**src/rtl/microwave_pkg.sv**
```systemverilog
// Shared types and helpers for the microwave cook controller: FSM states,
// BCD digit / cook-time types and keypad decode.
package microwave_pkg;

  typedef enum logic [1:0] {
    ST_IDLE  = 2'd0,
    ST_SET   = 2'd1,
    ST_COOK  = 2'd2,
    ST_PAUSE = 2'd3
  } state_e;

  typedef logic [3:0] bcd_t;

  typedef struct packed {
    bcd_t mins;
    bcd_t tens;
    bcd_t ones;
  } cook_time_t;

  localparam int NUM_KEYS = 10;

  function automatic logic key_onehot(input logic [NUM_KEYS-1:0] k);
    return (k != '0) && ((k & (k - NUM_KEYS'(1))) == '0);
  endfunction

  // Caller guarantees k is one-hot; highest set bit wins otherwise.
  function automatic bcd_t key_decode(input logic [NUM_KEYS-1:0] k);
    bcd_t d;
    d = '0;
    for (int i = 0; i < NUM_KEYS; i++)
      if (k[i]) d = bcd_t'(i);
    return d;
  endfunction

endpackage

```
**src/rtl/bcd_down_counter3.sv**
```systemverilog
// Three-digit BCD cook-time register: clear, shift-in of a keyed digit and
// m:ss style decrement (borrow from minutes reloads tens with 5).
module bcd_down_counter3
  import microwave_pkg::*;
(
  input  logic       clk,
  input  logic       rst,
  input  logic       clr,
  input  logic       shift,
  input  bcd_t       digit,
  input  logic       dec,
  output cook_time_t tm,
  output logic       is_one,
  output logic       is_zero
);

  // Tens may legitimately hold 6-9 from key entry; it simply counts down.
  function automatic cook_time_t dec_time(input cook_time_t t);
    cook_time_t r;
    r = t;
    if (t.ones != 4'd0) begin
      r.ones = t.ones - 4'd1;
    end else if (t.tens != 4'd0) begin
      r.tens = t.tens - 4'd1;
      r.ones = 4'd9;
    end else begin
      r.mins = t.mins - 4'd1;
      r.tens = 4'd5;
      r.ones = 4'd9;
    end
    return r;
  endfunction

  always_ff @(posedge clk) begin
    if (rst || clr)
      tm <= '0;
    else if (shift)
      tm <= '{mins: tm.tens, tens: tm.ones, ones: digit};
    else if (dec)
      tm <= dec_time(tm);
  end

  assign is_zero = (tm == 12'h000);
  assign is_one  = (tm == 12'h001);

endmodule

```
**src/rtl/microwave_ctrl.sv**
```systemverilog
// Cook-cycle controller: front-panel edge detection, seconds prescaler and
// cook FSM driving the BCD time display and magnetron enable.
module microwave_ctrl
  import microwave_pkg::*;
#(
  parameter int TICKS_PER_SEC = 50  // must be >= 2
) (
  input  logic                clk,
  input  logic                rst,
  input  logic [NUM_KEYS-1:0] keypad,
  input  logic                startn,
  input  logic                stopn,
  input  logic                clearn,
  input  logic                door_closed,
  output logic                mag,
  output logic [3:0]          sec_ones,
  output logic [3:0]          sec_tens,
  output logic [3:0]          mins,
  output logic                done,
  output logic [1:0]          state
);

  localparam int PW = $clog2(TICKS_PER_SEC);
  localparam logic [PW-1:0] LAST_TICK = PW'(TICKS_PER_SEC - 1);

  state_e              st, nxt;
  logic [NUM_KEYS-1:0] keypad_q;
  logic                startn_q, stopn_q;
  logic [PW-1:0]       presc;
  cook_time_t          tm;
  bcd_t                key_digit;
  logic                cnt_one, cnt_zero;
  logic                cnt_clr, cnt_shift, cnt_dec, done_nxt;
  logic                key_ev, start_ev, stop_ev, clr_lvl, sec_tick, shift_nz;

  assign key_ev    = (keypad_q == '0) && key_onehot(keypad);
  assign start_ev  = startn_q & ~startn;
  assign stop_ev   = stopn_q & ~stopn;
  assign clr_lvl   = ~clearn;
  assign sec_tick  = (presc == LAST_TICK);
  assign key_digit = key_decode(keypad);
  assign shift_nz  = ({tm.tens, tm.ones, key_digit} != '0);

  // Priority chain: clear > door open > stop > start > tick > key.
  // A start edge always swallows a same-cycle key, even when start is ignored.
  always_comb begin
    nxt       = st;
    cnt_clr   = 1'b0;
    cnt_shift = 1'b0;
    cnt_dec   = 1'b0;
    done_nxt  = 1'b0;
    if (clr_lvl) begin
      nxt     = ST_IDLE;
      cnt_clr = 1'b1;
    end else if (st == ST_COOK && !door_closed) begin
      nxt = ST_PAUSE;
    end else if (stop_ev && st != ST_IDLE) begin
      if (st == ST_COOK) begin
        nxt = ST_PAUSE;
      end else begin
        nxt     = ST_IDLE;
        cnt_clr = 1'b1;
      end
    end else if (start_ev && (st == ST_SET || st == ST_PAUSE) && door_closed && !cnt_zero) begin
      nxt = ST_COOK;
    end else if (st == ST_COOK && sec_tick) begin
      if (cnt_one) begin
        nxt      = ST_IDLE;
        cnt_clr  = 1'b1;
        done_nxt = 1'b1;
      end else begin
        cnt_dec = 1'b1;
      end
    end else if (key_ev && !start_ev && (st == ST_IDLE || st == ST_SET)) begin
      cnt_shift = 1'b1;
      nxt       = shift_nz ? ST_SET : ST_IDLE;
    end
  end

  always_ff @(posedge clk) begin
    if (rst) begin
      st       <= ST_IDLE;
      done     <= 1'b0;
      presc    <= '0;
      keypad_q <= '0;
      startn_q <= 1'b1;
      stopn_q  <= 1'b1;
    end else begin
      st       <= nxt;
      done     <= done_nxt;
      keypad_q <= keypad;
      startn_q <= startn;
      stopn_q  <= stopn;
      // Every COOK entry restarts the second so a resume gets a full second.
      if (nxt == ST_COOK && st != ST_COOK)
        presc <= '0;
      else if (st == ST_COOK && nxt == ST_COOK)
        presc <= sec_tick ? '0 : presc + PW'(1);
    end
  end

  bcd_down_counter3 u_time (
    .clk     (clk),
    .rst     (rst),
    .clr     (cnt_clr),
    .shift   (cnt_shift),
    .digit   (key_digit),
    .dec     (cnt_dec),
    .tm      (tm),
    .is_one  (cnt_one),
    .is_zero (cnt_zero)
  );

  // Combinational so the magnetron drops in the very cycle the door opens.
  assign mag      = (st == ST_COOK) && door_closed;
  assign sec_ones = tm.ones;
  assign sec_tens = tm.tens;
  assign mins     = tm.mins;
  assign state    = st;

endmodule
```
**config.mk**
```make
export PLATFORM = sky130hd
export DESIGN_NAME = microwave_ctrl
export DESIGN_NICKNAME = d
export VERILOG_FILES = /design/src/rtl/microwave_pkg.sv /design/src/rtl/bcd_down_counter3.sv /design/src/rtl/microwave_ctrl.sv
export SDC_FILE = /design/constraint.sdc
export NUM_CORES = 1
export LEC_CHECK = 0
export CORE_UTILIZATION = 54
export CTS_BUF_LIST = sky130_fd_sc_hd__clkbuf_4
export CTS_CLUSTER_SIZE = 40
export DETAILED_ROUTE_END_ITERATION = 7
export PLACE_DENSITY = 0.84
export REMOVE_ABC_BUFFERS = 1
export SYNTH_ARGS = -nofsm -noshare
export SYNTH_HDL_FRONTEND = slang
export SYNTH_HIERARCHICAL = 1
export SYNTH_SLANG_ARGS = --single-unit
```
**constraint.sdc**
```tcl
create_clock -name clk -period 2.8 [get_ports clk]
set_input_delay 0.56 -clock clk [delete_from_list [all_inputs] [get_ports clk]]
set_output_delay 0.56 -clock clk [all_outputs]
set_load 0.01 [all_outputs]
```
==> results of run 1 <==
[area by class of cell]
cell class,instances,area share (%)
well taps,44,2.24
clock buffers,6,1.83
flip-flops and latches,33,26.9
repair buffers,57,20.6
inverters,9,1.38
clock inverters,2,1.38
multi-input cells,174,45.7
[routing by layer]
metal | share of wire (%) | track usage (%) | wire (um) | up-vias
li1 | - | - | - | 937
met1 | 47 | 38.2 | 2200 | 905
met2 | 46 | 42.7 | 2170 | 77
met3 | 6.4 | 7.68 | 302 | 8
met4 | 1.1 | 13.3 | 53 | 0
met5 | 0 | 0 | 0 | -
[repair_timing]
action	CTS	global route
hold endpoints to repair	0	0
resized for setup	0	2
endpoints found under the setup margin	0	5
hold buffers	0	0
[state kept, by name, indices dropped and copies added, names as in the netlist]
signal	flops
u_time/tm	12
keypad_q	10
presc	6
state	2
done	1
startn_q	1
stopn_q	1
[cell usage in the layout, fill, tap and decap left out, types with 6 or more instances in the layout]
master | Yosys | routed
nor2_1 | 24 | 24
dfxtp_1 | 33 | 33
clkdlybuf4s50_1 | 0 | 31
nor3_1 | 8 | 7
o21ai_0 | 12 | 12
inv_1 | 9 | 9
nand2_1 | 18 | 18
clkbuf_4 | 0 | 6
a21oi_1 | 10 | 10
nor4_1 | 6 | 6
nand2b_1 | 9 | 9
buf_4 | 0 | 26
nor2b_1 | 10 | 10
nand4_1 | 7 | 7
[worst max-delay path: stages]
cell and delay, ns:
clkdlybuf4s50_1 0.54, nor4_4 0.36, a31oi_1 0.15, a211oi_2 0.33, a211o_2 0.20, nand2_2 0.09, a2111oi_0 0.45, o21ai_1 0.13
[cells by family (layout without fill, tap and decap cells)]
| kind of cell | Yosys count | count (layout) | share of synthesized area (%) |
|---|---|---|---|
| buffers and inverters | 17 | 74 | 4.12 |
| xor gates and xnor gates | 4 | 4 | 1.89 |
| DFF | 33 | 33 | 35.7 |
| muxes | 1 | 1 | 0.540 |
| AOI/OAI and AO/OA | 53 | 53 | 19.4 |
| adders and majority gates | 3 | 3 | 2.03 |
| and+or+nand+nor | 113 | 113 | 36.3 |
[through the flow]
stage	hold WS [ns]	instance area [um^2]
final	0.487	2460
after global routing	0.522	2460
after CTS	0.483	2450
after detailed placement	0.468	2370
after global placement	0.458	2370
after floorplan	0.437	1810
[power groups by stage]
stage	clock [mW]	sequential, mW	combinational (mW)
after CTS	0.366	0.481	0.0972
after global routing	0.390	0.482	0.107
after detailed placement	0	0.492	0.0964
final	0.361	0.481	0.0984
after global placement	0	0.492	0.0956
after floorplan	0	0.491	0.0362
[path summary, 6_finish.rpt]
path | start | to | slack [ns] | cells past startpoint
worst max-delay path | keypad[2] | presc[3]$_SDFFE_PP0P_ | 0.21 | 8
worst min-delay path | presc[5]$_SDFFE_PP0P_ | presc[5]$_SDFFE_PP0P_ | 0.49 | 2
worst max register to register | u_time/tm[7]$_SDFFE_PP0P_ | u_time/tm[11]$_SDFFE_PP0P_ | 0.22 | 10
worst min register to register | presc[5]$_SDFFE_PP0P_ | presc[5]$_SDFFE_PP0P_ | 0.49 | 2
==> flow_metrics.py, run 1 <==
metrics = {
    "detailed_routing": {
        "drc_errors": 0,
        "drtPass1Iterations": 4,
        "wirelength_um": 4730,
        "wl_per_cell_um": 14.5,
        "dr.first_iter.drc_count": 142,
        "ant_nets": 0,
        "avgViaCountPerCell": 5.93,
        "vias": 1927,
    },
    "die": {
        "fp.dieArea_um2": 3670,
        "initial_core_util_pct": 58.8,
        "core_um2": 3150,
        "rows": 20,
        "io-pin-count": 32,
        "chipWidth_um": 60.6,
        "dieHeight_um": 60.6,
    },
    "synth": {
        "synth_top_area_share_pct": 35.7,
        "synth-seq-cells": 33,
        "syn_inst": 224,
        "async_flop_share_pct": 0,
        "yosysMostFrequentCell": "dfxtp_1",
        "ys_warn_count": 6,
        "synth.cell_area_um2": 1850,
        "synth_area_leaders": "dfxtp_1 36%, nor2_1 4.9%, nand2_1 3.6%",
        "synth.largest_area_cell": "dfxtp_1",
        "netlist_top_cells_count": "33 x dfxtp_1, 24 x nor2_1, 18 x nand2_1, 12 x o21ai_0",
        "ys.flop_type": "dfxtp_1",
        "ys_types": 54,
        "synth_area_per_cell_um2": 8.27,
        "synth_edf_count": 0,
        "ys_seq_area_share_pct": 35.7,
    },
    "global_routing": {
        "antenna_found_initial": 0,
        "track_usage_pct": 28.5,
        "grt_pass1_wl_um": 7660,
        "grt_pass1_vias": 1736,
        "grt_max_degree": 17,
        "overflow": 0,
    },
    "cells_and_area": {
        "multi_input_area_um2": 1120,
        "nFillCells": 244,
        "drive_above_1_share_pct": 17.8,
        "finalNetCount": 299,
        "ff_latch_area_um2": 661,
        "syn_to_final_growth_pct": 32.5,
        "post-route-util_pct": 77.9,
        "diodes": 0,
        "instances_no_fill": 325,
    },
    "clock_network": {
        "clock_path_buffers": 2,
        "cts-htree-levels": 2,
        "clock_latency_ns": 0.35,
        "cts_setup_buffers": 0,
        "cts_buffers": 5,
        "cts-root-buf": "clkbuf_4",
        "clk_pin_slew_ns": 0.10,
        "cts_num_sinks": 33,
        "cts_tree": "done",
    },
    "hold_path": {
        "worstHoldPathType": "reg -> reg",
    },
    "sta": {
        "setup_violations": 0,
        "rsz0062_at_grt": "false",
        "setup_ws_ns": 0.215,
        "max_freq_mhz": 387,
        "finalCriticalPeriod_ns": 2.59,
        "tightest_slew_ns": 0.503,
        "clock-skew-final_ns": 0.00629,
        "slew_headroom_pct": 66.4,
        "maxSlewViolCount": 0,
        "final.period_utilization_pct": 92.3,
        "final-hold-violation-count": 0,
        "tns_ns": 0,
    },
    "placement": {
        "pre_cts_ws_ns": -0.118,
        "dpl.hpwl_um": 3460,
        "place_inst": 317,
        "port_buffers": 31,
        "finalWeightedCongestion": 0.898,
    },
    "power_and_ir_drop": {
        "p_seq_share_pct": 51.1,
        "p_int_mw": 0.723,
        "p_clk_share_pct": 38.4,
        "peakVddDrop_uv": 419,
        "p_sw_mw": 0.217,
        "comb_power_share_pct": 10.5,
        "p_total_mw": 0.940,
        "power.leakage_nw": 0.892,
        "swShare_pct": 23.1,
        "p_per_area_nw_per_um2": 383,
    },
    "critical_path": {
        "cp.required_ns": 3.03,
        "end_kind": "flip-flop",
        "startpoint_type": "input port",
        "arrival_ns": 2.82,
        "path_max_fanout": 7,
        "crit_type": "in -> reg",
    },
    "status": {
        "run_status": "complete, no violations",
    },
    "run": {
        "maxCapViolations": 0,
    },
}
Power figures use the tool's default switching activity.
==> inputs of run 2 (changes only) <==
Settings changed: ABC_CLOCK_PERIOD_IN_PS from default to 2800, SLEW_MARGIN from default to 30.
==> results of run 2 <==
The final DEF is identical to that of run 1; final timing and power are the same.
